[src/rtl/apb_lift_pkg.sv]
// Shared types and register map for the lift-controller APB arbiter.
package apb_lift_pkg;

  typedef enum logic [1:0] {IDLE, SETUP, ACCESS, REJECT} state_e;

  localparam logic [7:0] REG_CTRL  = 8'h00;
  localparam logic [7:0] REG_FLOOR = 8'h01;
  localparam logic [7:0] REG_CMD   = 8'h02;
  localparam logic [7:0] REG_CFG   = 8'h04;

  // Only the four mapped registers accept writes; reads are unrestricted.
  function automatic logic is_wr_legal(input logic [31:0] addr);
    return (addr == {24'h0, REG_CTRL})  || (addr == {24'h0, REG_FLOOR}) ||
           (addr == {24'h0, REG_CMD})   || (addr == {24'h0, REG_CFG});
  endfunction

endpackage

[src/rtl/rr_arbiter.sv]
// Combinational round-robin picker: first set request at or above ptr, with wrap.
module rr_arbiter #(
  parameter int NUM_REQ = 2,
  parameter int IDX_W   = 1
) (
  input  logic [NUM_REQ-1:0] req,
  input  logic [IDX_W-1:0]   ptr,
  output logic [NUM_REQ-1:0] gnt,
  output logic [IDX_W-1:0]   idx,
  output logic               any
);

  // Scan from the farthest offset down so the nearest requester wins last.
  always_comb begin
    int j;
    gnt = '0;
    idx = '0;
    any = 1'b0;
    j   = 0;
    for (int i = NUM_REQ - 1; i >= 0; i--) begin
      j = int'(ptr) + i;
      if (j >= NUM_REQ) j = j - NUM_REQ;
      if (req[IDX_W'(j)]) begin
        gnt             = '0;
        gnt[IDX_W'(j)]  = 1'b1;
        idx             = IDX_W'(j);
        any             = 1'b1;
      end
    end
  end

endmodule

[src/rtl/apb_lift_bus_arbiter.sv]
// Round-robin APB master sharing the lift-controller slave between NUM_REQ requesters.
// Define APB_ARB_TIMEOUT_EN to abort transfers whose slave stalls for TIMEOUT ACCESS cycles.
module apb_lift_bus_arbiter
  import apb_lift_pkg::*;
#(
  parameter int NUM_REQ = 2,
  parameter int ADDR_W  = 8,
  parameter int DATA_W  = 8,
  parameter int TIMEOUT = 16
) (
  input  logic                      PCLK,
  input  logic                      PRESETn,
  input  logic [NUM_REQ-1:0]        req_i,
  input  logic [NUM_REQ-1:0]        wr_i,
  input  logic [NUM_REQ*ADDR_W-1:0] addr_i,
  input  logic [NUM_REQ*DATA_W-1:0] wdata_i,
  output logic [NUM_REQ-1:0]        gnt_o,
  output logic [NUM_REQ-1:0]        done_o,
  output logic                      err_o,
  output logic [DATA_W-1:0]         rdata_o,
  output logic                      PSELx_o,
  output logic                      PENABLE_o,
  output logic                      PWRITE_o,
  output logic [ADDR_W-1:0]         PADDR_o,
  output logic [DATA_W-1:0]         PWDATA_o,
  input  logic                      PREADY_i,
  input  logic [DATA_W-1:0]         PRDATA_i
);

  localparam int IDX_W = (NUM_REQ > 1) ? $clog2(NUM_REQ) : 1;

  state_e state, nxt;

  logic [NUM_REQ-1:0][ADDR_W-1:0] addr_v;
  logic [NUM_REQ-1:0][DATA_W-1:0] wdata_v;
  logic [NUM_REQ-1:0]             arb_gnt;
  logic [IDX_W-1:0]               arb_idx, ptr, cur;
  logic                           arb_any, accept, finish, fail, tmo_hit;
  logic [NUM_REQ-1:0]             done_q;
  logic                           err_q, pwrite_q;
  logic [ADDR_W-1:0]              paddr_q;
  logic [DATA_W-1:0]              pwdata_q, rdata_q;

  assign addr_v  = addr_i;
  assign wdata_v = wdata_i;

  rr_arbiter #(.NUM_REQ(NUM_REQ), .IDX_W(IDX_W)) u_rr (
    .req (req_i),
    .ptr (ptr),
    .gnt (arb_gnt),
    .idx (arb_idx),
    .any (arb_any)
  );

`ifdef APB_ARB_TIMEOUT_EN
  localparam int CNT_W = $clog2(TIMEOUT + 1);
  logic [CNT_W-1:0] tmo_cnt;

  // tmo_cnt holds stalls already seen, so the TIMEOUT-th stall aborts.
  assign tmo_hit = (tmo_cnt == CNT_W'(TIMEOUT - 1));

  always_ff @(posedge PCLK or negedge PRESETn) begin
    if (!PRESETn)                        tmo_cnt <= '0;
    else if (accept)                     tmo_cnt <= '0;
    else if (state == ACCESS && !PREADY_i) tmo_cnt <= tmo_cnt + CNT_W'(1);
  end
`else
  assign tmo_hit = 1'b0;
`endif

  always_ff @(posedge PCLK or negedge PRESETn) begin
    if (!PRESETn) state <= IDLE;
    else          state <= nxt;
  end

  always_comb begin
    nxt    = state;
    accept = 1'b0;
    finish = 1'b0;
    fail   = 1'b0;
    case (state)
      IDLE: if (arb_any) begin
        accept = 1'b1;
        nxt    = (wr_i[arb_idx] && !is_wr_legal(32'(addr_v[arb_idx]))) ? REJECT : SETUP;
      end
      SETUP:  nxt = ACCESS;
      ACCESS: if (PREADY_i) begin
        nxt    = IDLE;
        finish = 1'b1;
      end else if (tmo_hit) begin
        nxt    = IDLE;
        finish = 1'b1;
        fail   = 1'b1;
      end
      REJECT: begin
        nxt    = IDLE;
        finish = 1'b1;
        fail   = 1'b1;
      end
      default: nxt = IDLE;
    endcase
  end

  always_ff @(posedge PCLK or negedge PRESETn) begin
    if (!PRESETn) begin
      ptr      <= '0;
      cur      <= '0;
      done_q   <= '0;
      err_q    <= 1'b0;
      pwrite_q <= 1'b0;
      paddr_q  <= '0;
      pwdata_q <= '0;
      rdata_q  <= '0;
    end else begin
      done_q <= '0;
      err_q  <= 1'b0;
      if (accept) begin
        cur      <= arb_idx;
        pwrite_q <= wr_i[arb_idx];
        paddr_q  <= addr_v[arb_idx];
        pwdata_q <= wdata_v[arb_idx];
      end
      if (finish) begin
        done_q <= NUM_REQ'(1) << cur;
        err_q  <= fail;
        ptr    <= (cur == IDX_W'(NUM_REQ - 1)) ? '0 : cur + IDX_W'(1);
        if (!fail && !pwrite_q) rdata_q <= PRDATA_i;
      end
    end
  end

  // Grant is combinational on req_i; masked so reset really forces it low.
  assign gnt_o     = (accept && PRESETn) ? arb_gnt : '0;
  assign done_o    = done_q;
  assign err_o     = err_q;
  assign rdata_o   = rdata_q;
  assign PSELx_o   = (state == SETUP) || (state == ACCESS);
  assign PENABLE_o = (state == ACCESS);
  assign PWRITE_o  = pwrite_q;
  assign PADDR_o   = paddr_q;
  assign PWDATA_o  = pwdata_q;

endmodule

[config.mk]
export PLATFORM = sky130hd
export DESIGN_NAME = apb_lift_bus_arbiter
export DESIGN_NICKNAME = d
export VERILOG_FILES = /design/src/rtl/apb_lift_pkg.sv /design/src/rtl/rr_arbiter.sv /design/src/rtl/apb_lift_bus_arbiter.sv
export SDC_FILE = /design/constraint.sdc
export NUM_CORES = 1
export LEC_CHECK = 0
export CAP_MARGIN = 40
export CORE_UTILIZATION = 36
export CTS_CLUSTER_DIAMETER = 100
export DETAILED_ROUTE_END_ITERATION = 8
export PLACE_DENSITY_LB_ADDON = 0.08
export SYNTH_ARGS = -nofsm -noshare
export SYNTH_HDL_FRONTEND = slang
export SYNTH_HIERARCHICAL = 1
export SYNTH_SLANG_ARGS = --single-unit
export TNS_END_PERCENT = 100
[constraint.sdc]
create_clock -name PCLK -period 1.5 [get_ports PCLK]
set_input_delay 0.225 -clock PCLK [delete_from_list [all_inputs] [get_ports PCLK]]
set_output_delay 0.225 -clock PCLK [all_outputs]
set_load 0.03 [all_outputs]
==> impl_results.md, run 1 <==
- Die Width: 67.7 um
- HP Class: input pin to asynchronous set/reset pin
- Num CTS Buffers: 5
- Syn nets: 192
- Met1 capacity usage during global routing: 20.3%
- VDD IR-drop max: 0.878 mV
- CP cell instances: inv_2 -> ha_4 -> and2_4 -> and3_4 -> buf_6
- Worst r2r path cells: 7
- Pre-CTS setup slack: -0.258 ns
- CP max stage cell: dfrtp_1
- Crit. End Element: output pin
- Root buf cell: clkbuf_8
- Final non-filler cell total: 286
- Routability cong.: 0.849
- Pwr/cell area: 1950 nW/um^2
- Worst path arrival time: 1.34 ns
- Initial drt markers: 35
- Area of the mapped netlist: 1560 um^2
- DRC: 0
- Initial Util: 38.1%
- Gr busiest metal: met2
- Tmin final: 1.56 ns
- DR WL/cell: 14.3 um
- Failing checks: negative setup slack
- Syn_area_per_cell: 11.1 um^2
- Drt total wl: 4100 um
- DIE AREA: 4590 um^2
- Commonest non-fill, non-tap cell in the layout: clkdlybuf4s50_1
- Pre-antenna DRT Iters: 4
- Synthesis-to-finish area growth: 69.7%
- # port buffers: 76
- Hold Fails Final Rpt: 0
- # IOs: 79
- Post-DP HPWL: 3050 um
- Clk_lat worst skew: 0.28 ns
- Via/cell ratio: 4.87
- Antenna Violating Nets Remaining: 0
- Crit Path Max Fanout: 2
- Final worst slack: -0.0604 ns
- Initial antenna violation count: 0
- Yosys cell types: 32
- Clk pin slew, worst setup/hold paths: 0.06 ns
- Synth Instances: 140
- WP data required: 1.27 ns
- Largest net degree at the start of global routing: 34
- Global Route Usage Sum: 18.7%
- Max-cap violations: 0
- Number of global-route vias before repair: 1421
- Highest-count cells in the layout ignoring fill and taps: clkdlybuf4s50_1 (44), dfrtp_1 (32), dlygate4sd2_1 (26), nor2_1 (21), buf_4 (20)
- Status: finished, violations left
- Cts hold-fix bufs: 0
- Site Rows: 23
- DR vias: 1393
- Endpoints failing setup: 9
- Worst Skew: 0.00531 ns
- Die height: 67.7 um
- Crit path launch type: flip-flop
- Setup CP Type: flip-flop to output pin
- Clock buffer depth: 2
- Setup TNS: -0.274 ns
- Multi-input logic area: 749 um^2
- Unrepaired setup endpoints after global routing: true
- Leakage: 0.00120 uW
- CORE AREA: 4090 um^2
- Register area share after synthesis: 51.5%
- Global routing usage on met2: 33.8%
- # clock sinks: 32
- Sequential Area: 801 um^2
- Final net count: 288
- GRT overflow: 0
- Met3 Track Usage GR: 7.09%
- Fmax: 0.641 GHz
- Share of cells above drive strength 1: 23.3%
- Area leader, netlist: dfrtp_1
- First-pass GRT wire length: 6220 um
- Yosys reg bits: 32
- Fin util: 64.6%
- Crit-path max cell delay: 0.39 ns
- N_diodes: 0
- Synth top area share: 51.5%
- TritonCTS clock tree: yes
- Number of instances in the placed design: 275
- Fin crit share: 104%
- H-tree levels: 2
- Fill count: 326
- Ranking of synthesized cells by area: dfrtp_1 (51%), mux2i_1 (10%), mux2_2 (6.5%), a21oi_1 (5.8%), nor2_1 (5.1%)
- Slew Limit Fails: 0
- Synth warnings: 6
[routing by layer]
layer	wire, um	share of wire [%]
met3	321	7.8
met4	40	0.98
met5	0	0
met2	2140	52
met1	1600	39
[flip-flops by register name, summed over array words and instances (netlist names)]
name      count
done_o        2
cur           1
PWDATA_o      8
PADDR_o       8
err_o         1
PWRITE_o      1
rdata_o       8
ptr           1
state         2
[synthesized netlist by cell type]
cell type	n
o21ai_0	1
o22ai_1	1
o21ai_1	1
o211ai_1	1
a31oi_1	2
nor3_4	1
a2111oi_1	1
a21o_1	1
buf_2	4
and2_1	1
nor4_1	1
nand2_1	3
o221ai_1	1
buf_4	2
and3_1	2
dfrtp_1	32
nor2b_1	1
conb_1	1
mux2i_1	16
nor4b_1	1
nand2_2	1
ha_1	5
and2_2	1
and2b_2	1
mux2_2	9
buf_6	2
nand2b_1	1
inv_1	5
nor2_1	21
buf_8	1
a22oi_1	1
a21oi_1	18
[critical path: cells and delay by family (launching register included)]
kind                       cells  cell delay, ns
buffers and inverters          2            0.21
and+or+nand+nor                2            0.32
DFF                            1            0.39
adders and majority gates      1            0.14
[cell type report]
type	instances	share of cell area [%]
clock buffer	6	2.75
clock inverter	1	0.190
inverter	5	0.711
multi-input combinational	94	28.4
sequential	32	30.3
tap	50	2.37
timing repair buffer	98	35.2
[cells by family after synthesis]
| family | Yosys count | synth area share, % |
|---|---|---|
| simple gates | 35 | 11.3 |
| flops | 32 | 51.5 |
| compound gates | 28 | 10.3 |
| mux | 25 | 16.8 |
| buf+inv | 14 | 5.87 |
| fa+ha+maj | 5 | 4.02 |
| other cells | 1 | 0.241 |
[stage by stage]
step                hold slack, ns  cell area (um^2)  power [uW]
detailed placement           0.489              2470        4570
global placement             0.468              2470        4470
global route                 0.454              2640        5470
CTS                          0.429              2580        5070
floorplan                  -0.0706              1570        3300
finish                       0.423              2640        5140
[final timing paths]
| path | start | endpoint | slack (ns) |
|---|---|---|---|
| max reg2reg | state[0] | rdata_o[1] | -0.04 |
| min | PRESETn | err_o | 0.42 |
| max | state[1] | gnt_o[0] | -0.06 |
| min in group PCLK | req_i[0] | state[0] | 0.43 |
| max in group asynchronous | PRESETn | PWRITE_o | 0.78 |
| min reg2reg | rdata_o[0] | rdata_o[0] | 0.50 |
[where the power goes]
part / switching (uW) / leakage (uW) / internal [uW]
Clock: 299 / 0.0000410 / 315
Sequential: 223 / 0.000373 / 1280
Combinational: 1730 / 0.000782 / 1290
[repair_timing]
action / in CTS / in global routing
pin swaps: 1 / 3
setup buffers: 4 / 0
resized for setup: 35 / 13
endpoints found under the setup margin: 35 / 16
Power figures use the tool's default switching activity.
==> run 2, diff against run 1 <==
Settings changed: CORE_MARGIN set to 2, CORE_UTILIZATION 36 to 30.
==> run 2 against run 1 <==
- the flow still finishes with violations (negative setup slack)
- non-clock buffer count grew 5
- design area increased by 4.2%
- worst hold slack got worse by 0.42 ns
- highest routed layer unchanged
- fmax is 0.79% higher
- routed wire length grew 3.6%
- utilization fell by 10 points
==> impl_results.md, run 2 (synthesis results as in run 1) <==
- Status: finished, violations left
- Failing checks: negative setup slack
- Max-cap violations: 0 (unchanged)
- DIE AREA: 5780 um^2 (+26%)
- Final worst slack: -0.0482 ns (+0.0122 ns)
- # port buffers: 76 (unchanged)
- Clk pin slew, worst setup/hold paths: 0.07 ns (about the same)
- Synthesis-to-finish area growth: 76.7%
- H-tree levels: 2 (unchanged)
- Routability cong.: 0.760 (-10%)
- Clk_lat worst skew: 0.28 ns (about the same)
- Power Total: 5450 uW (+6.0%)
- Crit Path Max Fanout: 2 (unchanged)
- Clock buffer depth: 2 (unchanged)
- Final net count: 293 (+1.7%)
- DR WL/cell: 13.6 um (-5.0%)
- N_diodes: 0 (unchanged)
- Gr busiest metal: met2
- Die height: 76 um (+12%)
- Antenna Violating Nets Remaining: 0 (unchanged)
- Slew Limit Fails: 0 (unchanged)
- Tmin final: 1.55 ns (-0.0122 ns)
- # clock sinks: 32 (unchanged)
- Fmax: 0.646 GHz (+0.79%)
- Setup CP Type: flip-flop to output pin
- Pre-antenna DRT Iters: 4 (unchanged)
- Final instance area: 2750 um^2 (+4.2%)
- Worst Skew: 0.00565 ns (+0.000339 ns)
- Endpoints failing setup: 1 (-8)
- Unrepaired setup endpoints after global routing: true
- Met3 Track Usage GR: 6.28% (-0.81 points)
- Leakage: 0.00122 uW (+2.2%)
- Worst path arrival time: 1.32 ns (-0.02 ns)
- Fin util: 54.5% (-10 points)
- Crit-path max cell delay: 0.39 ns (about the same)
- Global routing usage on met2: 25.0% (-8.8 points)
- # IOs: 79 (unchanged)
- HP Class: input pin to asynchronous set/reset pin
- Cts hold-fix bufs: 0 (unchanged)
- Drt total wl: 4250 um (+3.6%)
- Fill count: 491 (+51%)
- Share of cells above drive strength 1: 26.0% (+2.7 points)
- Num CTS Buffers: 5 (unchanged)
- Area after DPL: 2520 um^2 (+1.9%)
- DRC: 0 (unchanged)
- CORE AREA: 5040 um^2 (+23%)
- Initial drt markers: 48 (+37%)
- CP max stage cell: dfrtp_1
- Via/cell ratio: 4.58 (-6.0%)
- Post-DP HPWL: 3170 um (+3.8%)
- DR vias: 1429 (+2.6%)
- Met1 capacity usage during global routing: 16.8% (-3.4 points)
- Fin crit share: 103% (-0.82 points)
- Commonest non-fill, non-tap cell in the layout: clkdlybuf4s50_1
- Initial antenna violation count: 0 (unchanged)
- Die Width: 76 um (+12%)
- CP cell instances: inv_2 -> ha_4 -> and2_4 -> and3_4 -> buf_6
- Highest-count cells in the layout ignoring fill and taps: clkdlybuf4s50_1 (44), dfrtp_1 (32), dlygate4sd2_1 (28), buf_4 (25), nor2_1 (21)
- Initial Util: 30.8% (-7.2 points)
- Largest net degree at the start of global routing: 34 (unchanged)
- VDD IR-drop max: 0.993 mV (+13%)
- TritonCTS clock tree: yes
- Root buf cell: clkbuf_8
- Pwr/cell area: 1980 nW/um^2 (+1.7%)
- Number of global-route vias before repair: 1485 (+4.5%)
- Crit. End Element: output pin
- Crit path launch type: flip-flop
- Hold Fails Final Rpt: 0 (unchanged)
- Global Route Usage Sum: 14.8% (-3.9 points)
- WP data required: 1.27 ns (about the same)
- First-pass GRT wire length: 6860 um (+10%)
- Site Rows: 26 (+13%)
- GRT overflow: 0 (unchanged)
run 2: cell count changes in the layout (fill, tap and decap cells not counted), sizes merged:
cell          delta
dlymetal6s2s     -3
bufinv           +1
clkinvlp         +1
clkbuf           -1
dlygate4sd2      +2
buf              +6
run 2: path summary, 6_finish.rpt:
check / startpoint / end / slack, ns / cells past startpoint
max in group asynchronous: PRESETn / PADDR_o[2] / 1.19 / 2
hold reg to reg: cur / done_o[0] / 0.47 / 1
hold / removal: PRESETn / err_o / 0.002 / 2
setup / recovery: state[1] / gnt_o[0] / -0.05 / 5
min in group PCLK: cur / done_o[0] / 0.47 / 1
setup reg to reg: state[0] / rdata_o[7] / 0.01 / 7
run 2: timing repair:
| action | CTS | global route |
|---|---|---|
| gates resized for setup | 36 | 15 |
| pin swaps | 2 | 6 |
| endpoints found under the hold margin | 0 | 0 |
| endpoints found under the setup margin | 38 | 11 |
| setup buffers | 4 | 3 |
run 2: cell type report:
type	instances	area, um^2	share of cell area, %
clock buffer	5	68.8	2.50
clock inverter	3	42.5	1.55
inverter	5	18.8	0.683
multi-input combinational	94	769	28.0
sequential	32	801	29.1
tap	70	87.6	3.19
timing repair buffer	103	961	35.0
run 2: per-stage QoR:
step	cells	setup WS [ns]	hold WS [ns]	setup TNS [ns]
after floorplan	140	-0.0765	-0.0706	-0.616
after global placement	297	-0.175	0.305	-1.72
after detailed placement	297	-0.257	0.318	-1.94
after CTS	309	-0.138	0.00833	-0.138
after global routing	312	-0.102	0.0148	-0.299
final	312	-0.0482	0.00233	-0.0482
run 2: power breakdown:
group          internal, uW  switching [uW]
combinational          1400            1720
clock                   491             334
sequential             1280             218
run 2: layer usage:
metal  vias up  wire length, um
li1        682                -
met1       685             1770
met2        56             2100
met3         6              305
met4         0               72
met5         -                0
run 2: worst max-delay path, delay by kind of cell (launching register included):
kind                       cells  cell delay, ns
and+or+nand+nor                2            0.30
buffers and inverters          2            0.21
DFF                            1            0.39
adders and majority gates      1            0.13
==> run 3, diff against run 2 <==
Settings changed: CORE_ASPECT_RATIO set to 1.2, CORE_MARGIN 2 to 8.
==> run 3 against run 2 <==
- the flow still finishes with violations (negative setup slack)
- design area decreased by 1.7%
- cell count decreased by 3.5%
- critical path depth unchanged
- sequential share of layout area increased by 0.50 points
- first-iteration DRC count decreased by 13%
- worst hold slack improved by 0.46 ns
- clock skew decreased by 0.0039 ns
- sequential power about the same
- setup slack improved by 0.0028 ns
- die area increased by 34%
- utilization decreased by 0.19 points
- clock power decreased by 1%
- critical endpoint unchanged
- largest power group unchanged
==> impl_results.md, run 3 (synthesis results as in run 1) <==
- Status: finished, violations left
- Failing checks: negative setup slack
- Min-delay src: cur
- Final worst slack: -0.0454 ns (+0.00279 ns)
- HP Class: flip-flop to flip-flop
- H-tree levels: 2 (unchanged)
- Leakage: 0.00119 uW (-3.0%)
- Routability cong.: 0.762 (+0.24%)
- Slew Limit Fails: 0 (unchanged)
- Pre-CTS setup slack: -0.239 ns (+0.0176 ns)
- Site Rows: 28 (+7.7%)
- Share of cells above drive strength 1: 25.3% (-0.72 points)
- Initial Util: 31.3% (+0.42 points)
- GRT overflow: 0 (unchanged)
- Clk pin slew, worst setup/hold paths: 0.07 ns (about the same)
- # IOs: 79 (unchanged)
- TritonCTS clock tree: yes
- Max-cap violations: 0 (unchanged)
- N_diodes: 0 (unchanged)
- Fmax: 0.647 GHz (+0.18%)
- Clk_lat worst skew: 0.28 ns (about the same)
- WP data required: 1.27 ns (about the same)
- Critical path startpoint: state[1]
- Fin crit share: 103% (-0.19 points)
- Clock buffer depth: 2 (unchanged)
- Highest-count cells in the layout ignoring fill and taps: clkdlybuf4s50_1 (44), dfrtp_1 (32), dlygate4sd2_1 (28), buf_4 (23), nor2_1 (21)
- Hold Fails Final Rpt: 0 (unchanged)
- DR WL/cell: 14.9 um (+9.5%)
- Tmin final: 1.55 ns (-0.00279 ns)
- Final non-filler cell total: 301 (-3.5%)
- Final net count: 292 (-0.34%)
- Via/cell ratio: 4.59 (+0.17%)
- Worst Skew: 0.00175 ns (-0.00390 ns)
- DRC: 0 (unchanged)
- Global Route Usage Sum: 11.4% (-3.4 points)
- Num CTS Buffers: 5 (unchanged)
- # clock sinks: 32 (unchanged)
- Commonest non-fill, non-tap cell in the layout: clkdlybuf4s50_1
- First-pass GRT wire length: 6890 um (+0.51%)
- Number of global-route vias before repair: 1478 (-0.47%)
- Largest net degree at the start of global routing: 34 (unchanged)
- Crit Path Max Fanout: 2 (unchanged)
- Initial drt markers: 42 (-13%)
- Pre-antenna DRT Iters: 4 (unchanged)
- Hold slack: 0.463 ns (+0.461 ns)
- CORE AREA: 4970 um^2 (-1.3%)
- Endpoints failing setup: 9 (+8)
- Post-DP HPWL: 3530 um (+11%)
- VDD IR-drop max: 0.892 mV (-10%)
- Root buf cell: clkbuf_8
- # port buffers: 76 (unchanged)
- Setup CP Type: flip-flop to output pin
- DR vias: 1381 (-3.4%)
- Crit path launch type: flip-flop
- Unrepaired setup endpoints after global routing: true
- Worst path arrival time: 1.32 ns (about the same)
- Crit. End Element: output pin
- DIE AREA: 7750 um^2 (+34%)
- Reg-to-Reg Start: state[1]
- Die height: 94.9 um (+25%)
- Synthesis-to-finish area growth: 73.8%
- Die Width: 81.7 um (+7.5%)
- Antenna Violating Nets Remaining: 0 (unchanged)
- Number of instances in the placed design: 287 (-3.4%)
- Initial antenna violation count: 0 (unchanged)
- Drt total wl: 4490 um (+5.7%)
- Pwr/cell area: 1980 nW/um^2 (-0.32%)
run 3: changes by cell type in the layout (fill, tap and decap cells not counted), sizes merged:
cell / delta
buf: -2
dlygate4sd3: +1
run 3: worst max-delay path, cell delays in order, from the launching register on:
cell	delay, ns
dfrtp_1	0.40
inv_2	0.09
ha_4	0.13
and2_4	0.13
and3_4	0.17
buf_6	0.12
run 3: timing repair:
item | CTS | global route
setup buffers | 3 | 2
gates resized for setup | 34 | 9
setup endpoints to repair | 40 | 11
endpoints found under the hold margin | 32 | 0
hold buffers | 1 | 0
pin swaps | 1 | 3
run 3: path summary, 6_finish.rpt:
check	endpoint	slack, ns	cells after the start
max	gnt_o[0]	-0.05	5
min	done_o[0]	0.46	1
max reg2reg	rdata_o[1]	-0.03	5
min reg2reg	done_o[0]	0.46	1
max in group asynchronous	rdata_o[7]	0.67	3
min in group asynchronous	rdata_o[3]	0.53	3
run 3: layer usage:
layer | up-vias | track usage, % | wire length, um
li1 | 681 | - | -
met1 | 642 | 12.0 | 1730
met2 | 53 | 19.8 | 2270
met3 | 5 | 5.04 | 442
met4 | 0 | 3.52 | 48
met5 | - | 0 | 0
run 3: cell type report:
class,instances,area [um^2]
clock buffers,5,68.8
clock inverters,3,42.5
fillers,476,2270
inverters,5,18.8
multi-input cells,94,741
flip-flops and latches,32,801
well taps,60,75.1
repair buffers,102,956
run 3: per-stage QoR:
stage,power (uW),cell area (um^2),TNS (ns),util [%]
CTS,5320,2640,-0.316,53.1
global route,5720,2700,-0.721,54.3
finish,5340,2700,-0.208,54.3
detailed placement,4640,2510,-2.28,50.4
global placement,4570,2510,-2.10,50.4
floorplan,3300,1570,-0.616,-
run 3: report_power, final:
group          switching, uW  internal, uW
registers                207          1280
logic                   1730          1300
clock network            324           491
